<file path="src/rtl/alu_console.sv">
// Switch/button ALU console: debounced operation select, RUN/HOLD result freeze, registered result and flags.
// Define ALU_CONSOLE_MUL_EN to build the op-7 multiplier; without it op 7 returns zero.
module alu_console #(
  parameter int WIDTH     = 4,
  parameter int DB_CYCLES = 500000
) (
  input  logic                 clk,
  input  logic                 reset_n,
  input  logic [WIDTH-1:0]     sw_data_1,
  input  logic [WIDTH-1:0]     sw_data_2,
  input  logic                 btn_next,
  input  logic                 btn_prev,
  input  logic                 btn_hold,
  output logic [2:0]           sel,
  output logic [2*WIDTH-1:0]   alu_out,
  output logic                 flag_zero,
  output logic                 flag_carry,
  output logic                 hold,
  output logic                 res_valid
);

  typedef enum logic {MODE_RUN, MODE_HOLD} mode_e;
  typedef enum logic [2:0] {
    OP_ADD, OP_SUB, OP_AND, OP_OR, OP_XOR, OP_NOT, OP_SHL, OP_MUL
  } op_e;

  localparam int                CNT_W    = $clog2(DB_CYCLES + 1);
  localparam logic [CNT_W-1:0]  CNT_LAST = CNT_W'(DB_CYCLES - 1);
  localparam logic [WIDTH-1:0]  WIDTH_V  = WIDTH[WIDTH-1:0];

  // ---------------- two-flop synchronisers ----------------
  logic [WIDTH-1:0] a_s1_q, a_s2_q, b_s1_q, b_s2_q;
  logic [2:0]       btn_s1_q, btn_s2_q;

  // NOTE: sequential state uses non-blocking assignments so every flop samples pre-edge values.
  always_ff @(posedge clk or negedge reset_n) begin
    if (!reset_n) begin
      a_s1_q   <= '0;
      a_s2_q   <= '0;
      b_s1_q   <= '0;
      b_s2_q   <= '0;
      btn_s1_q <= '0;
      btn_s2_q <= '0;
    end else begin
      a_s1_q   <= sw_data_1;
      a_s2_q   <= a_s1_q;
      b_s1_q   <= sw_data_2;
      b_s2_q   <= b_s1_q;
      btn_s1_q <= {btn_hold, btn_prev, btn_next};
      btn_s2_q <= btn_s1_q;
    end
  end

  // ---------------- per-button debounce ----------------
  // A button is only armed after a full stable-low window, so one held through reset never ticks.
  logic [2:0] tick;

  for (genvar i = 0; i < 3; i++) begin : g_db
    logic [CNT_W-1:0] cnt_q, cnt_d;
    logic             level_q, level_d;
    logic             armed_q, armed_d;
    logic             tick_w;

    // NOTE: every combinational output gets a default first, so no path can infer a latch.
    always_comb begin
      cnt_d   = '0;
      level_d = level_q;
      armed_d = armed_q;
      tick_w  = 1'b0;
      if (!armed_q) begin
        if (!btn_s2_q[i]) begin
          if (cnt_q == CNT_LAST) armed_d = 1'b1;
          else                   cnt_d   = cnt_q + 1'b1;
        end
      end else if (btn_s2_q[i] != level_q) begin
        if (cnt_q == CNT_LAST) begin
          level_d = btn_s2_q[i];
          tick_w  = btn_s2_q[i];
        end else begin
          cnt_d = cnt_q + 1'b1;
        end
      end
    end

    always_ff @(posedge clk or negedge reset_n) begin
      if (!reset_n) begin
        cnt_q   <= '0;
        level_q <= 1'b0;
        armed_q <= 1'b0;
      end else begin
        cnt_q   <= cnt_d;
        level_q <= level_d;
        armed_q <= armed_d;
      end
    end

    assign tick[i] = tick_w;
  end

  wire tick_next = tick[0];
  wire tick_prev = tick[1];
  wire tick_hold = tick[2];

  // ---------------- operation select and mode FSM ----------------
  logic [2:0] sel_q, sel_d;
  mode_e      mode_q, mode_d;

  always_comb begin
    sel_d  = sel_q;
    mode_d = mode_q;
    case ({tick_next, tick_prev})
      2'b10:   sel_d = sel_q + 3'd1;
      2'b01:   sel_d = sel_q - 3'd1;
      default: sel_d = sel_q;
    endcase
    if (tick_hold) mode_d = (mode_q == MODE_RUN) ? MODE_HOLD : MODE_RUN;
  end

  always_ff @(posedge clk or negedge reset_n) begin
    if (!reset_n) begin
      sel_q  <= 3'd0;
      mode_q <= MODE_RUN;
    end else begin
      sel_q  <= sel_d;
      mode_q <= mode_d;
    end
  end

  // ---------------- ALU datapath ----------------
  logic [WIDTH:0]       sum_w, diff_w;
  logic [WIDTH-1:0]     shamt_w;
  logic [2*WIDTH-1:0]   shl_w, res_w;
  logic                 carry_w;

  always_comb begin
    sum_w   = {1'b0, a_s2_q} + {1'b0, b_s2_q};
    diff_w  = {1'b0, a_s2_q} - {1'b0, b_s2_q};
    shamt_w = b_s2_q % WIDTH_V;
    shl_w   = {{WIDTH{1'b0}}, a_s2_q} << shamt_w;
    res_w   = '0;
    carry_w = 1'b0;
    case (op_e'(sel_q))
      OP_ADD: begin
        res_w[WIDTH-1:0] = sum_w[WIDTH-1:0];
        carry_w          = sum_w[WIDTH];
      end
      OP_SUB: begin
        res_w[WIDTH-1:0] = diff_w[WIDTH-1:0];
        carry_w          = diff_w[WIDTH];
      end
      OP_AND: res_w[WIDTH-1:0] = a_s2_q & b_s2_q;
      OP_OR:  res_w[WIDTH-1:0] = a_s2_q | b_s2_q;
      OP_XOR: res_w[WIDTH-1:0] = a_s2_q ^ b_s2_q;
      OP_NOT: res_w[WIDTH-1:0] = ~a_s2_q;
      OP_SHL: begin
        res_w[WIDTH-1:0] = shl_w[WIDTH-1:0];
        carry_w          = |shl_w[2*WIDTH-1:WIDTH];
      end
      OP_MUL: begin
`ifdef ALU_CONSOLE_MUL_EN
        res_w = {{WIDTH{1'b0}}, a_s2_q} * {{WIDTH{1'b0}}, b_s2_q};
`else
        res_w = '0;
`endif
      end
      default: res_w = '0;
    endcase
  end

  // ---------------- result register ----------------
  // Result and both flags share one register stage so they always describe the same value.
  logic [2*WIDTH-1:0] alu_q, alu_d;
  logic               zero_q, zero_d, carry_q, carry_d, valid_q, valid_d;

  always_comb begin
    alu_d   = alu_q;
    zero_d  = zero_q;
    carry_d = carry_q;
    valid_d = 1'b0;
    if (mode_q == MODE_RUN) begin
      alu_d   = res_w;
      zero_d  = (res_w == '0);
      carry_d = carry_w;
      valid_d = (res_w != alu_q);
    end
  end

  always_ff @(posedge clk or negedge reset_n) begin
    if (!reset_n) begin
      alu_q   <= '0;
      zero_q  <= 1'b1;
      carry_q <= 1'b0;
      valid_q <= 1'b0;
    end else begin
      alu_q   <= alu_d;
      zero_q  <= zero_d;
      carry_q <= carry_d;
      valid_q <= valid_d;
    end
  end

  assign sel        = sel_q;
  assign alu_out    = alu_q;
  assign flag_zero  = zero_q;
  assign flag_carry = carry_q;
  assign hold       = (mode_q == MODE_HOLD);
  assign res_valid  = valid_q;

endmodule

</file>
<file path="config.mk">
export PLATFORM = sky130hd
export DESIGN_NAME = alu_console
export DESIGN_NICKNAME = d
export VERILOG_FILES = /design/src/rtl/alu_console.sv
export SDC_FILE = /design/constraint.sdc
export NUM_CORES = 1
export LEC_CHECK = 0
export BUFFER_PORTS_ARGS = -buffer_cell sky130_fd_sc_hd__clkbuf_2
export CAP_MARGIN = 20
export CORE_ASPECT_RATIO = 2
export CORE_UTILIZATION = 55
export CTS_CLUSTER_SIZE = 40
export DETAILED_ROUTE_END_ITERATION = 10
export GPL_TIMING_DRIVEN = 1
export PLACE_DENSITY = 0.76
export SYNTH_ARGS = -nofsm -noshare
export SYNTH_HDL_FRONTEND = slang
export SYNTH_SLANG_ARGS = --single-unit
</file>
<file path="constraint.sdc">
create_clock -name clk -period 2.45 [get_ports clk]
set_input_delay 0.735 -clock clk [delete_from_list [all_inputs] [get_ports clk]]
set_output_delay 0.735 -clock clk [all_outputs]
set_load 0.02 [all_outputs]
</file>
==> impl_metrics.json, run 1 <==
{
  "required_ns": 2.68,
  "dp_slack_ns": -0.0116,
  "drtIter0Drc": 238,
  "yosys_warnings": 0,
  "criticalPathCategory": "flip-flop to flip-flop",
  "fin_crit_sh_pct": 99.3,
  "nNetsFinal": 574,
  "design_area_um2": 5670,
  "overflow": 0,
  "io_pins": 28,
  "p_leak_nw": 2.54,
  "cts-htree-levels": 3,
  "synth_top_area_share_pct": 48.9,
  "power_per_cell_area_nw_per_um2": 580,
  "synth_cell_types": 57,
  "regArea_um2": 2410,
  "synth_edf_count": 0,
  "die_w_um": 68.5,
  "totalWireLength_um": 9990,
  "slowest_delay_ns": 0.52,
  "post-place-cells": 619,
  "synth.ff_latch_count": 96,
  "grt_pass1_vias": 3695,
  "hold_buffers": 0,
  "synthCells": 482,
  "power_w": 0.00329,
  "die_area_um2": 9250,
  "power.switching_w": 0.000835,
  "start_kind": "flip-flop",
  "detail-route-antenna-nets": 0,
  "clock_skew_ns": 0.00497,
  "worstSetupStartpoint": "sel[1]",
  "path_clk_slew_ns": 0.07,
  "synthTopCellsByArea": "dfrtp_1, ha_1, nor2_1",
  "path_common_cell": "ha_4",
  "drv_slew": 0,
  "multiInputGateArea_um2": 2370,
  "grt_max_degree": 49,
  "drive_above_1_share_pct": 18.5,
  "num_rows": 48,
  "worstPathCellList": "ha_4, ha_4, or4_4, nand2b_4, buf_4, nor2_1, a221oi_2, and3_1, mux2_4",
  "clkLatencyLatePin_ns": 0.34,
  "power_frac_comb_pct": 8.7,
  "dpl.hpwl_um": 7120,
  "crit_arrival_ns": 2.67,
  "min_path_cells": 0,
  "tightest_slew_ns": 0.654,
  "fmax_mhz": 411,
  "r2r-end": "alu_out[3]",
  "timing.max_cap.violations": 0,
  "final_cells": 640,
  "antenna_cells": 0,
  "power_switching_share_pct": 25.4,
  "min_to": "btn_s2_q[0]",
  "rrSetupSlack_ns": 0.02,
  "vdd_drop_max_mv": 0.446,
  "syn_avg_cell_area_um2": 10.1,
  "portBuffers": 23,
  "wire_per_inst_um": 15.6,
  "cpMaxStageDelayCell": "or4_4",
  "die_h_um": 135,
  "placed_area_um2": 5260,
  "min_path_type": "flip-flop to flip-flop",
  "dr.pass1.iters": 4,
  "cp.buffers_inverters": 1,
  "n_fill_cell": 682,
  "numCtsBuffers": 9,
  "synthArstFlopShare_pct": 100,
  "drc_errors": 0,
  "ys.flop_type": "dfrtp_1",
  "globalplace.congestion": 0.961,
  "cts_buffer_depth": 2,
  "antenna_found_initial": 0,
  "synth_area_um2": 4870,
  "via_per_inst": 5.64,
  "grt_pass1_wl_um": 16500,
  "crit_path_end_kind": "flip-flop",
  "p_int_w": 0.00245,
  "synth_area_leader_cell": "dfrtp_1",
  "clock-sinks": 96,
  "finalSetupViolations": 0,
  "clk_root_buffer_cell": "clkbuf_16",
  "vias": 3609,
  "p_seq_share_pct": 50.7,
  "cp_max_fo": 6,
  "groute.usage.overall_pct": 23.8,
  "path_delay_family": "simple AND/OR/NAND/NOR gates",
  "relSlewSlack_pct": 56.4,
  "status": "finished clean",
  "rsz0062_at_grt": "yes",
  "r2r_cells": 9,
  "min_from": "btn_s1_q[0]",
  "cts_tree": "yes",
  "rr_startpoint": "sel[1]",
  "area_growth_pct": 16.4,
  "pwr-share-clk_pct": 40.5,
  "finalHoldViolations": 0,
  "core-area_um2": 8590,
  "start_util_pct": 56.7,
  "ys_seq_area_share_pct": 49.4,
  "setup_ws_ns": 0.0168,
  "fin_crit_ns": 2.43
}
## logic make-up after synthesis
| group | Yosys count | share of synthesized area [%] |
|---|---|---|
| compound gates | 44 | 6.17 |
| xor+xnor | 58 | 10.4 |
| fa+ha+maj | 26 | 6.99 |
| buf+inv | 41 | 3.60 |
| flops | 96 | 49.4 |
| mux | 7 | 1.83 |
| other cells | 1 | 0.0771 |
| simple gates | 209 | 21.5 |
## placed cells by master (no fill, tap or decap), types with 5 or more instances in the layout
master      n
a21oi_1    10
and3_1      7
buf_4      26
clkbuf_16   9
clkbuf_2   22
dfrtp_1    92
ha_1       19
inv_1      26
inv_6       5
nand2_1    41
nand3_1    28
nand4_1    11
nor2_1     74
nor2b_1     6
nor3_1      7
o21ai_0    12
xnor2_1    31
xor2_1     27
## power by group through the flow
stage / clock network (W) / registers (W) / logic [W]
floorplan: 0 / 0.00171 / 0.000147
global placement: 0 / 0.00169 / 0.000271
detailed placement: 0 / 0.00170 / 0.000277
CTS: 0.00137 / 0.00167 / 0.000282
global route: 0.00142 / 0.00167 / 0.000323
finish: 0.00133 / 0.00167 / 0.000287
## flip-flops by register name (all words and copies together), names as in the netlist
signal and count:
btn_s2_q 3, g_db.cnt_q 57, res_valid 1, hold 1
btn_s1_q 3, g_db.armed_q 3, a_s2_q 4, sel 3
b_s1_q 4, flag_zero 1, b_s2_q 4, a_s1_q 4
flag_carry 1, g_db.level_q 3, alu_out 4
## worst max-delay path by stage
stage	to	slack [ns]	cells after the start
global placement	res_valid	0.02	8
finish	alu_out[3]	0.02	9
CTS	res_valid	0.003	8
detailed placement	res_valid	-0.01	8
global route	alu_out[3]	-0.08	9
floorplan	res_valid	0.009	8
## synthesized netlist by cell type (2+ instances only)
cell type / n
ha_1: 24
a21o_1: 4
and4_1: 4
inv_1: 28
xnor2_1: 31
o211ai_1: 3
nor3_1: 7
clkbuf_1: 4
buf_4: 4
nand3_1: 28
nor2b_1: 6
nor4b_1: 2
nor3b_1: 4
buf_2: 5
dfrtp_1: 95
mux2_2: 5
and3_1: 7
or3_1: 4
nor2_1: 74
or2_2: 4
nand2_1: 41
and2_1: 3
nand4_1: 11
xor2_1: 27
a21oi_1: 10
o21ai_0: 12
nor4_1: 4
fa_1: 2
## area by class of cell
type                    count  area share, %
clock buffers               9           3.98
repair buffers             52           6.49
clock inverters             7           1.06
well taps                 100           2.21
multi-input cells         348           41.9
flip-flops and latches     96           42.5
inverters                  28           1.86
## per-stage QoR
| stage | hold WS (ns) | TNS (ns) | util (%) |
|---|---|---|---|
| global route | 0.358 | -0.169 | 66.0 |
| global placement | 0.334 | 0 | 61.3 |
| detailed placement | 0.335 | -0.0116 | 61.3 |
| CTS | 0.350 | 0 | 64.9 |
| floorplan | 0.331 | 0 | - |
| finish | 0.349 | 0 | 66.0 |
## what timing repair did
action | in CTS | in global routing
endpoints found under the hold margin | 0 | 0
gates resized for setup | 2 | 13
pin swaps | 2 | 8
endpoints found under the setup margin | 1 | 4
buffers inserted | 1 | 4
## layer usage
layer	GRT usage, %	wire [um]	vias up
met4	14.4	422	0
met5	0	0	-
met1	26.2	3830	1790
li1	-	-	1722
met2	40.8	5480	66
met3	3.80	255	31
Power figures use the tool's default switching activity.
==> run 2: changes to the inputs <==
ABC_AREA = 1   (was default)
==> run 2 against run 1 <==
  * Sequential cell count unchanged
  * Via count increased by 13%
  * Clock skew increased by 0.0011 ns
  * First-iteration DRC count increased by 13%
  * Critical endpoint is now sel[2]
  * Total power decreased by 1.5%
  * Count of clock-buffer cells in the layout increased by 1
  * Combinational power decreased by 11%
  * Die area increased by 5.2%
  * Non-clock buffer count decreased by 25
  * Sequential share of layout area about the same
  * Critical path type unchanged
==> impl_metrics.json, run 2 <==
{
  "cts_buffer_depth": 2,
  "area_growth_pct": 10.4,
  "yosys_warnings": 0,
  "tightest_slew_ns": 0.529,
  "die_area_um2": 9730,
  "crit_arrival_ns": 2.46,
  "cts_resized": 0,
  "drv_slew": 0,
  "n_fill_cell": 801,
  "totalWireLength_um": 10500,
  "path_delay_family": "simple AND/OR/NAND/NOR gates",
  "ys_seq_area_share_pct": 46.9,
  "synth_area_leader_cell": "dfrtp_1",
  "criticalPathCategory": "flip-flop to flip-flop",
  "fin_crit_ns": 2.23,
  "wire_per_inst_um": 13.9,
  "via_per_inst": 5.39,
  "post-place-cells": 743,
  "die_w_um": 70.2,
  "regArea_um2": 2400,
  "fmax_mhz": 448,
  "path_common_cell": "ha_1",
  "p_leak_nw": 2.73,
  "clock_skew_ns": 0.00608,
  "ys.flop_type": "dfrtp_1",
  "nNetsFinal": 691,
  "cp_max_fo": 5,
  "die_h_um": 138,
  "cts-htree-levels": 3,
  "cpMaxStageDelayCell": "nor4_1",
  "largest_reg_flops": 57,
  "hold_buffers": 0,
  "timing.max_cap.violations": 0,
  "finalSetupViolations": 0,
  "final_common_cell": "nand2_1",
  "finalHoldViolations": 0,
  "groute.usage.overall_pct": 23.8,
  "clkLatencyLatePin_ns": 0.34,
  "cp.buffers_inverters": 1,
  "worstSetupStartpoint": "g_db[0].cnt_q[0]",
  "synthTopCellsByArea": "dfrtp_1, nand2_1, inv_1",
  "drtIter0Drc": 269,
  "worstPathCellList": "ha_1, nand4_2, nor4_1, nand4_1, ha_1, o32ai_1, inv_1",
  "cts_tree": "yes",
  "grt_max_degree": 97,
  "portBuffers": 23,
  "synth.ff_latch_count": 96,
  "antenna_found_initial": 0,
  "relSlewSlack_pct": 64.7,
  "slowest_delay_ns": 0.42,
  "syn_avg_cell_area_um2": 8.26,
  "synthCells": 620,
  "crit_path_end_kind": "flip-flop",
  "min_from": "b_s1_q[0]",
  "synthTopCellsByCount": "nand2_1, dfrtp_1, inv_1",
  "dr.pass1.iters": 4,
  "status": "finished clean",
  "core-area_um2": 9010,
  "start_util_pct": 56.8,
  "numCtsBuffers": 9,
  "multiInputGateArea_um2": 2340,
  "drive_above_1_share_pct": 12.8,
  "vias": 4091,
  "clk_root_buffer_cell": "clkbuf_16",
  "num_rows": 49,
  "path_clk_slew_ns": 0.07,
  "dpl.hpwl_um": 7910,
  "synth_area_um2": 5120,
  "rr_startpoint": "g_db[0].cnt_q[0]",
  "required_ns": 2.68,
  "clock-sinks": 96,
  "synth_edf_count": 0,
  "globalplace.congestion": 0.924,
  "largest-register": "g_db.cnt_q",
  "synth.most_common_cell": "nand2_1",
  "rsz0062_at_grt": "no",
  "antenna_cells": 0,
  "start_kind": "flip-flop",
  "grt_pass1_wl_um": 18400,
  "fin_crit_sh_pct": 91.2,
  "synthArstFlopShare_pct": 100,
  "power_per_cell_area_nw_per_um2": 572,
  "tns_ns": 0,
  "synth_cell_types": 40,
  "drc_errors": 0,
  "detail-route-antenna-nets": 0,
  "io_pins": 28,
  "final_cells": 759,
  "layout_common_cells": "nand2_1, dfrtp_1, inv_1",
  "postCtsSetupBuffers": 0,
  "synth_top_area_share_pct": 46.4,
  "vdd_drop_max_mv": 0.649,
  "grt_pass1_vias": 4227,
  "min_path_type": "flip-flop to flip-flop",
  "overflow": 0
}
## run 2: final cells by class
class / instances / area share [%]
Tap cell: 102 / 2.26
Multi-Input combinational cell: 428 / 41.5
Clock inverter: 6 / 0.774
Sequential cell: 96 / 42.5
Timing Repair Buffer: 27 / 2.83
Clock buffer: 10 / 4.22
Inverter: 90 / 5.97
## run 2: worst paths after layout
path	endpoint	slack [ns]	depth (start not counted)
worst max-delay path	sel[2]	0.22	7
worst min-delay path	b_s2_q[0]	0.35	0
worst max register to register	sel[2]	0.22	7
worst min register to register	b_s2_q[0]	0.35	0
max in group asynchronous	g_db[0].cnt_q[18]	1.61	2
min in group asynchronous	b_s1_q[1]	0.42	2
## run 2: per-stage QoR
step           utilization (%)  setup slack, ns  power (W)  hold slack, ns  instance area [um^2]
6_report                  62.8            0.215    0.00324           0.349                  5660
5_1_grt                   62.8            0.102    0.00338           0.360                  5660
4_1_cts                   62.7            0.189    0.00328           0.351                  5650
3_5_place_dp              59.6            0.263    0.00195           0.336                  5370
3_3_place_gp              59.6            0.307    0.00195           0.332                  5370
2_1_floorplan                -            0.495    0.00185           0.331                  5130
## run 2: where the power goes
part | internal [W] | leakage (nW) | switching, W
Clock | 0.000717 | 0.127 | 0.000600
Combinational | 0.0000829 | 1.34 | 0.000172
Sequential | 0.00163 | 1.26 | 0.0000362
## run 2: cell families after synthesis
| logic type | share of synthesized area (%) |
|---|---|
| simple gates | 28.2 |
| buf+inv | 7.65 |
| flops | 46.9 |
| compound gates | 8.16 |
| fa+ha+maj | 6.64 |
| xor+xnor | 2.39 |
| other cells | 0.0732 |
## run 2: metal layers
metal  global-route usage [%]  vias up  wire, um
li1                         -     2047         -
met1                     25.7     1938      4070
met2                     43.0       74      5760
met4                     12.7        0       418
met5                        0        -         0
met3                     4.08       32       286
